==> src/rtl/pc_trace_monitor.sv <==
// pc_trace_monitor: samples the core PC into a circular trace buffer, counts
// samples, and freezes capture on a PC stall or breakpoint hit.
//
// state   | meaning
// --------+----------------------------------------------------------
// IDLE    | after reset/clear; next sample has no predecessor
// RUN     | capturing; samples compared against the previous PC
// HALTED  | capture frozen; trace and final_pc held for readback
module pc_trace_monitor #(
  parameter int XLEN        = 32,
  parameter int DEPTH       = 16,
  parameter int HALT_CYCLES = 4,
  parameter int CNT_W       = 32
) (
  input  logic                       clk,
  input  logic                       reset,
  input  logic                       clear,
  input  logic                       enable,
  input  logic [XLEN-1:0]            pc_atual,
  input  logic                       bp_en,
  input  logic [XLEN-1:0]            bp_addr,
  input  logic [$clog2(DEPTH)-1:0]   rd_idx,
  output logic [XLEN-1:0]            rd_data,
  output logic                       rd_valid,
  output logic [$clog2(DEPTH):0]     count,
  output logic [CNT_W-1:0]           cycle_count,
  output logic                       halted,
  output logic [1:0]                 halt_cause,
  output logic [XLEN-1:0]            final_pc
);

  localparam int PW = $clog2(DEPTH);
  localparam int CW = PW + 1;
  localparam int RW = $clog2(HALT_CYCLES + 1);

  localparam logic [1:0] ST_IDLE   = 2'd0;
  localparam logic [1:0] ST_RUN    = 2'd1;
  localparam logic [1:0] ST_HALTED = 2'd2;

  logic [1:0]       state_q, state_d;
  logic [PW-1:0]    wr_ptr_q, wr_ptr_d;
  logic [CW-1:0]    count_q, count_d;
  logic [CNT_W-1:0] cycle_count_q, cycle_count_d;
  logic [RW-1:0]    rep_q, rep_d;
  logic [XLEN-1:0]  prev_pc_q, prev_pc_d;
  logic             halted_q, halted_d;
  logic [1:0]       halt_cause_q, halt_cause_d;
  logic [XLEN-1:0]  final_pc_q, final_pc_d;
  logic [XLEN-1:0]  rd_data_q, rd_data_d;
  logic             rd_valid_q, rd_valid_d;

  logic [XLEN-1:0]  mem [DEPTH];

  logic             sample;
  logic [RW-1:0]    rep_next;
  logic             stall_hit;
  logic             bp_hit;
  logic [PW-1:0]    rd_addr;

  // Sample qualification, halt detection and next-state computation.
  always_comb begin
    sample    = ((state_q == ST_IDLE) || (state_q == ST_RUN)) && enable && !clear;
    // In IDLE there is no previous sample, so the repeat count restarts at 0.
    rep_next  = ((state_q == ST_RUN) && (pc_atual == prev_pc_q)) ? rep_q + RW'(1) : '0;
    stall_hit = (rep_next == RW'(HALT_CYCLES));
    bp_hit    = bp_en && (pc_atual == bp_addr);
    // Readback uses the pre-write pointer, so a same-edge write is not seen yet.
    rd_addr   = wr_ptr_q - PW'(1) - rd_idx;

    state_d       = state_q;
    wr_ptr_d      = wr_ptr_q;
    count_d       = count_q;
    cycle_count_d = cycle_count_q;
    rep_d         = rep_q;
    prev_pc_d     = prev_pc_q;
    halted_d      = halted_q;
    halt_cause_d  = halt_cause_q;
    final_pc_d    = final_pc_q;
    rd_data_d     = mem[rd_addr];
    rd_valid_d    = ({1'b0, rd_idx} < count_q);

    if (clear) begin
      state_d       = ST_IDLE;
      wr_ptr_d      = '0;
      count_d       = '0;
      cycle_count_d = '0;
      rep_d         = '0;
      prev_pc_d     = '0;
      halted_d      = 1'b0;
      halt_cause_d  = 2'b00;
      final_pc_d    = '0;
    end else if (sample) begin
      state_d   = ST_RUN;
      wr_ptr_d  = wr_ptr_q + PW'(1);
      rep_d     = rep_next;
      prev_pc_d = pc_atual;
      if (count_q != CW'(DEPTH)) begin
        count_d = count_q + CW'(1);
      end
      if (!(&cycle_count_q)) begin
        cycle_count_d = cycle_count_q + CNT_W'(1);
      end
      if (stall_hit || bp_hit) begin
        state_d      = ST_HALTED;
        halted_d     = 1'b1;
        halt_cause_d = {bp_hit, stall_hit};
        final_pc_d   = pc_atual;
      end
    end
  end

  // Control and output registers, cleared asynchronously.
  always_ff @(posedge clk or negedge reset) begin
    if (!reset) begin
      state_q       <= ST_IDLE;
      wr_ptr_q      <= '0;
      count_q       <= '0;
      cycle_count_q <= '0;
      rep_q         <= '0;
      prev_pc_q     <= '0;
      halted_q      <= 1'b0;
      halt_cause_q  <= 2'b00;
      final_pc_q    <= '0;
      rd_data_q     <= '0;
      rd_valid_q    <= 1'b0;
    end else begin
      state_q       <= state_d;
      wr_ptr_q      <= wr_ptr_d;
      count_q       <= count_d;
      cycle_count_q <= cycle_count_d;
      rep_q         <= rep_d;
      prev_pc_q     <= prev_pc_d;
      halted_q      <= halted_d;
      halt_cause_q  <= halt_cause_d;
      final_pc_q    <= final_pc_d;
      rd_data_q     <= rd_data_d;
      rd_valid_q    <= rd_valid_d;
    end
  end

  // Trace RAM write; contents are deliberately not reset.
  always_ff @(posedge clk) begin
    if (sample) begin
      mem[wr_ptr_q] <= pc_atual;
    end
  end

  assign rd_data     = rd_data_q;
  assign rd_valid    = rd_valid_q;
  assign count       = count_q;
  assign cycle_count = cycle_count_q;
  assign halted      = halted_q;
  assign halt_cause  = halt_cause_q;
  assign final_pc    = final_pc_q;

endmodule

==> config.mk <==
export PLATFORM = sky130hd
export DESIGN_NAME = pc_trace_monitor
export DESIGN_NICKNAME = d
export VERILOG_FILES = /design/src/rtl/pc_trace_monitor.sv
export SDC_FILE = /design/constraint.sdc
export NUM_CORES = 1
export LEC_CHECK = 0
export CAP_MARGIN = 20
export CORE_ASPECT_RATIO = 0.9
export CORE_MARGIN = 1.5
export CORE_UTILIZATION = 50
export CTS_CLUSTER_SIZE = 30
export DETAILED_ROUTE_END_ITERATION = 10
export GPL_ROUTABILITY_DRIVEN = 0
export GPL_TIMING_DRIVEN = 1
export PLACE_DENSITY = 0.74
export REMOVE_ABC_BUFFERS = 1
export SETUP_SLACK_MARGIN = 0.3
export SLEW_MARGIN = 40
export SYNTH_ARGS = -nofsm -noshare
export SYNTH_HDL_FRONTEND = slang
export SYNTH_SLANG_ARGS = --single-unit
==> constraint.sdc <==
create_clock -name clk -period 2.8 [get_ports clk]
set_input_delay 0.42 -clock clk [delete_from_list [all_inputs] [get_ports clk]]
set_output_delay 0.42 -clock clk [all_outputs]
set_load 0.01 [all_outputs]
==> qor_table.md, run 1 <==
| Step | Parameter | This run |
| --- | --- | --- |
| drt | Detailed-routing iteration count for the pre-antenna-repair pass | 6 |
| cells and area | Area growth syn-to-layout | 26.57% |
| yosys | Async set-reset flop share out of synthesis | 22.19% |
| sta | Final count of hold timing violations | 0 |
| cts | Clock slew seen by the registers of the worst setup and hold paths | 0.06 ns |
| die | I/O pin count | 178 |
| sta | Transition time at the pin with the least slew margin | 0.6866 ns |
| sta | Relative slew slack | 54.22% |
| drt | DRC violation count after routing | 0 |
| cells and area | Most used cells in the layout excluding fill and tap cells | edfxtp_1, clkdlybuf4s50_1, nand2_1 |
| pwr | Pwr Density | 680.1 nW/um^2 |
| place | Placed instance area | 30580 sq um |
| run | Max cap viols | 0 |
| setup path | Worst EP required | 3.27 ns |
| drt | Post-route ant nets | 0 |
| run status | Outcome | finished, final reports clean |
| yosys | Number of cells produced by synthesis | 1582 |
| sta | Fraction of the cycle the final worst path needs | 94.79% |
| die | Row Count | 79 |
| sta | Setup-violating endpoint count in the final report | 0 |
| pwr | Leakage power total | 11.58 nW |
| yosys | Count of state elements after synthesis | 658 |
| pwr | Total Power | 22.71 mW |
| cts | CTS H-Tree Depth | 3 |
| sta | Achievable Freq | 376.8 MHz |
| sta | Unrepaired setup endpoints after global routing | yes |
| sta | Number of slew-limit violations in the final report | 0 |
| die | Initial cell density of the core | 50.83% |
| setup path | Element type at the critical path end | flop |
| yosys | Post-Syn Area | 26380 sq um |
| grt | Remaining Overflow, GRT | 0 |
| place | Number of input and output port buffers inserted | 177 |
| cts | Clk_lat worst skew | 0.59 ns |
| grt | Number of global-route vias before repair | 16456 |
| drt | Final routed wire length divided by cell count | 26.42 um |
| yosys | Number of enable flip-flop cells after synthesis | 512 |
| place | Worst Setup Slack post-DPL | -0.4024 ns |
| yosys | Count of different cell masters after synthesis | 48 |
| cells and area | Share of post-route cells with drive strength above 1 | 24.99% |
| hold path | Worst hold path type | input pin to flop |
| grt | Gr usage total | 25.48% |
| yosys | Dominant synthesized flop cell | edfxtp_1 |
| cells and area | Summed area of non-filler cells in the final layout | 33390 sq um |
| grt | Antenna violations before repair | 2 |
| cts | Clock root buffer | clkbuf_16 |
| cts | Number of clock sinks | 658 |
| cts | Clock tree from TritonCTS | yes |
| setup path | Critical path launch point type | flop |
| die | Horizontal die dimension | 245.1 um |
| sta | Setup slack of the critical path after layout | 0.1459 ns |
| cells and area | Layout net count | 2023 |
| drt | Vias per inst | 6.060 |
| yosys | Part of the Yosys area used for sequential elements | 72.14% |
| drt | Initial DRC Count | 2038 |
| grt | Maximum number of pins on one net before global-route repair | 65 |
| die | Die Area | 54140 sq um |
| yosys | Yosys warning total | 0 |
| drt | Via count of the routed design | 16205 |
| sta | Final sum of negative setup slack | 0 ns |
| cells and area | Most common cell after layout, fill and taps aside | edfxtp_1 |
| setup path | CP max FO | 13 |
| cts | Maximum count of clock buffers along a single path | 3 |
| sta | Largest clock skew in the final design | 0.02427 ns |
| die | Die span in y | 220.9 um |
| setup path | Worst endpoint data arrival time | 3.12 ns |
| cts | Total clock buffers created by CTS | 66 |
| pwr | VDD IR-drop max | 0.3779 mV |
| sta | Final worst path period need | 2.654 ns |
| yosys | Post-synthesis average cell area | 16.67 sq um |
| place | HPWL Detailed | 40130 um |
| cells and area | Filler Cells Inserted | 3470 |
| setup path | Path type of the worst setup path | flop to flop |
| die | Core ar. | 51890 sq um |
| grt | Global-route wire length before repair | 101800 um |
| drt | Routed wire length | 70640 um |
## Yosys cell counts (2+ instances only)
cell type	count	share of area [%]
clkbuf_1	60	0.85
or3_1	19	0.45
nor3b_1	2	0.057
a31oi_1	32	0.76
o21ai_1	4	0.076
a22oi_1	2	0.057
nor2b_1	2	0.047
nand3_1	45	0.85
nor4_1	7	0.17
dfrtp_1	146	14
nand2b_1	5	0.12
nand3b_1	2	0.057
clkbuf_2	2	0.038
ha_1	14	0.66
and3_1	3	0.071
buf_2	15	0.28
a211oi_1	32	0.91
xor2_1	19	0.63
inv_1	12	0.17
nor3_1	11	0.21
nand2_1	157	2.2
o21ai_0	47	0.89
nand4_1	23	0.55
and2_1	34	0.81
or2_2	2	0.047
xnor2_1	73	2.4
edfxtp_1	512	58
clkbuf_8	2	0.10
buf_1	4	0.057
nor2_1	55	0.78
and4_1	5	0.17
a21oi_1	90	1.7
o2111ai_1	2	0.066
mux4_2	128	11
## worst paths after layout
kind	slack, ns	cells past startpoint	end	from
worst max-delay path	0.15	7	rd_data[8]	wr_ptr_q[0]
worst min-delay path	0.15	2	cycle_count[26]	clear
worst max register to register	0.15	7	rd_data[8]	wr_ptr_q[0]
worst min register to register	0.52	2	halt_cause[1]	halt_cause[1]
max in group asynchronous	1.63	3	prev_pc_q[19]	reset
min in group asynchronous	0.37	2	cycle_count[3]	reset
## per-stage QoR
stage	cells	hold slack [ns]	util [%]
6_report	2674	0.1465	64.34
5_1_grt	2674	0.1469	64.34
4_1_cts	2648	0.1109	63.09
3_5_place_dp	2529	0.4462	58.94
3_3_place_gp	2529	0.4274	58.91
2_1_floorplan	1497	0.1244	-
## timing repair
action,in CTS,in global routing
setup buffers,0,15
endpoints found under the hold margin,44,0
pin swaps,0,24
endpoints found under the setup margin,33,62
gates resized for setup,2,72
cloned,0,10
hold buffers,1,0
## registers in the layout (all words and copies together) (netlist names)
register / cells
count: 5
cycle_count: 32
final_pc: 32
halt_cause: 2
halted: 1
mem: 512
prev_pc_q: 32
rd_data: 32
rd_valid: 1
rep_q: 3
state_q: 2
wr_ptr_q: 4
## cells by family after synthesis
kind of cell               Yosys count  synth area share, %
and+or+nand+nor                    378                6.907
muxes                              128                10.93
DFF                                658                72.14
xor gates and xnor gates            92                3.055
buffers and inverters               97                1.608
AOI/OAI and AO/OA                  214                4.620
adders and majority gates           15               0.7400
## cell type report
class                           count  area (sq um)  area share, %
Inverter                           12         45.04         0.1349
Multi-Input combinational cell    827          7352          22.02
Clock inverter                     25         261.5         0.7833
Antenna cell                        1         2.502       0.007495
Clock buffer                       93          1876          5.618
Timing Repair Buffer              370          3960          11.86
Sequential cell                   658         19030          56.99
Tap cell                          688         860.8          2.578
## worst max-delay path: stages, from the launching register on
cell and delay [ns]:
dfrtp_1 0.40, ha_4 0.18, fa_4 0.90, buf_12 0.19, buf_4 0.19, mux4_2 0.33
a211oi_1 0.28, a31oi_1 0.07
## report_power, final
| part | switching [mW] | internal [mW] | total, mW |
|---|---|---|---|
| registers | 0.127 | 10.8 | 10.9 |
| logic | 1.50 | 1.60 | 3.10 |
| clock network | 3.59 | 5.14 | 8.73 |
## metal layers
layer	wire length [um]	vias to the layer above	GRT usage (%)
li1	-	6821	-
met1	26920	8267	35.79
met2	33160	956	39.49
met3	8007	159	6.004
met4	2543	2	8.642
met5	12	-	0
No activity file was read; power rests on OpenSTA's default activity.
==> run 2, diff against run 1 <==
- CTS_BUF_LIST: not set -> sky130_fd_sc_hd__clkbuf_16
- TNS_END_PERCENT: not set -> 1
==> qor_table.md, run 2 (synthesized netlist as in run 1, its figures left out) <==
| Step | Parameter | This run |
| --- | --- | --- |
| drt | Vias per inst | 6.017 |
| pwr | Leakage power total | 11.38 nW |
| setup path | CP max FO | 8 |
| sta | Final worst path period need | 2.664 ns |
| pwr | Proportion of total power due to net switching | 23.19% |
| sta | Unrepaired setup endpoints after global routing | yes |
| sta | Largest clock skew in the final design | 0.02329 ns |
| die | Horizontal die dimension | 245.1 um |
| cells and area | Flip-flop count of the largest register, all copies and words added | 512 |
| sta | Achievable Freq | 375.3 MHz |
| sta | Relative slew slack | 54.62% |
| cts | Clock root buffer | clkbuf_16 |
| drt | Routed wire length | 68780 um |
| sta | Setup slack of the critical path after layout | 0.1357 ns |
| sta | Transition time at the pin with the least slew margin | 0.6807 ns |
| drt | Final routed wire length divided by cell count | 25.83 um |
| cells and area | Area growth syn-to-layout | 24.87% |
| pwr | Cell-internal power | 17.14 mW |
| die | Die Area | 54140 sq um |
| pwr | Total Power | 22.31 mW |
| grt | Number of global-route vias before repair | 16402 |
| grt | Maximum number of pins on one net before global-route repair | 65 |
| hold path | Worst hold path type | input pin to flop |
| run status | Outcome | finished, final reports clean |
| cells and area | Share of post-route cells with drive strength above 1 | 22.48% |
| grt | Gr usage total | 25.47% |
| setup path | Worst EP required | 3.27 ns |
| place | Number of input and output port buffers inserted | 177 |
| setup path | Element type at the critical path end | flop |
| setup path | Worst endpoint data arrival time | 3.13 ns |
| sta | Setup-violating endpoint count in the final report | 0 |
| drt | Initial DRC Count | 1793 |
| cells and area | Register with the highest flop count | mem |
| grt | Antenna violations before repair | 0 |
| cts | Total clock buffers created by CTS | 66 |
| pwr | Power share of the sequential group | 48.8% |
| place | Worst Setup Slack post-DPL | -0.4024 ns |
| cells and area | Layout net count | 2013 |
| drt | Post-route ant nets | 0 |
| pwr | VDD IR-drop max | 0.3535 mV |
| cts | Clk_lat worst skew | 0.59 ns |
| cells and area | Most used cells in the layout excluding fill and tap cells | edfxtp_1, clkdlybuf4s50_1, nand2_1 |
| cts | Clock slew seen by the registers of the worst setup and hold paths | 0.06 ns |
| pwr | Comb power frac | 13.3% |
| die | Row Count | 79 |
| cts | Maximum count of clock buffers along a single path | 3 |
| place | HPWL Detailed | 40130 um |
| setup path | Path type of the worst setup path | flop to flop |
| cts | Number of clock sinks | 658 |
| sta | Fraction of the cycle the final worst path needs | 95.15% |
| cells and area | Number of diodes added for antenna fixing | 0 |
| grt | Global-route wire length before repair | 101600 um |
| sta | Number of slew-limit violations in the final report | 0 |
| sta | Final count of hold timing violations | 0 |
| die | Core ar. | 51890 sq um |
| die | I/O pin count | 178 |
| die | Die span in y | 220.9 um |
| drt | Via count of the routed design | 16023 |
| cts | CTS H-Tree Depth | 3 |
| drt | Detailed-routing iteration count for the pre-antenna-repair pass | 5 |
| cells and area | Most common cell after layout, fill and taps aside | edfxtp_1 |
| pwr | Clock power frac | 37.9% |
| drt | DRC violation count after routing | 0 |
| pwr | Pwr Density | 677.4 nW/um^2 |
| pwr | Power spent charging and discharging nets | 5.173 mW |
| die | Initial cell density of the core | 50.83% |
| grt | Remaining Overflow, GRT | 0 |
| setup path | Critical path launch point type | flop |
| cts | Clock tree from TritonCTS | yes |
| run | Max cap viols | 0 |
[run 2: changes by cell type in the layout (fill, tap and decap cells not counted), moves of 6 or more]
cell,before,now
clkbuf_1,17,0
inv_1,12,29
a211oi_1,8,19
a211oi_2,24,13
and2_1,24,34
and2_4,10,0
buf_6,13,3
clkdlybuf4s50_1,166,175
dlymetal6s2s_1,9,0
clkbuf_8,8,0
clkinv_1,8,16
buf_4,129,135
[run 2: through the flow]
stage / TNS, ns / hold slack [ns] / cells / instance area (sq um) / util (%)
after floorplan: -805.12 / 0.1244 / 1497 / 26000 / -
after global routing: 0 / 0.1473 / 2663 / 32940 / 63.47
after CTS: 0 / 0.1109 / 2648 / 32650 / 62.92
after detailed placement: -20.35 / 0.4462 / 2529 / 30580 / 58.94
after global placement: -20.04 / 0.4274 / 2529 / 30570 / 58.91
final: 0 / 0.1453 / 2663 / 32940 / 63.47
[run 2: area by class of cell]
| cell class | instances | area [sq um] |
|---|---|---|
| inverter | 12 | 45.04 |
| tap | 688 | 860.8 |
| timing repair buffer | 360 | 3745 |
| clock buffer | 68 | 1702 |
| fill | 3526 | 18960 |
| multi-input combinational | 827 | 7201 |
| clock inverter | 50 | 355.3 |
| sequential | 658 | 19030 |
[run 2: layer usage]
layer | track usage [%] | wire [um] | vias to the layer above
met1 | 35.83 | 26730 | 8197
met5 | 0 | 0 | -
met2 | 39.36 | 32280 | 880
li1 | - | - | 6802
met3 | 5.967 | 7334 | 144
met4 | 8.821 | 2434 | 0
[run 2: final timing paths]
check                       startpoint              end  slack (ns)  cells past startpoint
max in group asynchronous        reset      rd_data[29]        1.66                      3
hold / removal                   clear  cycle_count[26]        0.15                      2
setup reg to reg           wr_ptr_q[0]      rd_data[15]        0.14                      9
setup / recovery           wr_ptr_q[0]      rd_data[15]        0.14                      9
hold reg to reg             state_q[0]       state_q[0]        0.52                      2
min in group asynchronous        reset   cycle_count[3]        0.35                      2
[run 2: critical path: stages (launching register included)]
cell and delay (ns):
dfrtp_1 0.41, ha_4 0.18, fa_4 0.91, buf_12 0.16, clkbuf_16 0.18, buf_12 0.15
buf_4 0.11, mux4_2 0.28, nand2_1 0.09, a31oi_1 0.08
[run 2: power groups by stage]
stage               sequential [mW]  clock (mW)  combinational (mW)
floorplan                      11.1           0                1.55
global placement               11.1           0                2.73
detailed placement             11.1           0                2.78
CTS                            10.9        8.55                2.80
global route                   10.9        8.92                3.16
finish                         10.9        8.46                2.98
[run 2: repair_timing]
| item | CTS | global route |
|---|---|---|
| setup buffers | 0 | 11 |
| endpoints found under the setup margin | 34 | 65 |
| hold endpoints to repair | 44 | 0 |
| hold buffers | 1 | 0 |
| pin swaps | 0 | 7 |
| gates resized for setup | 0 | 17 |
| gates cloned | 0 | 4 |
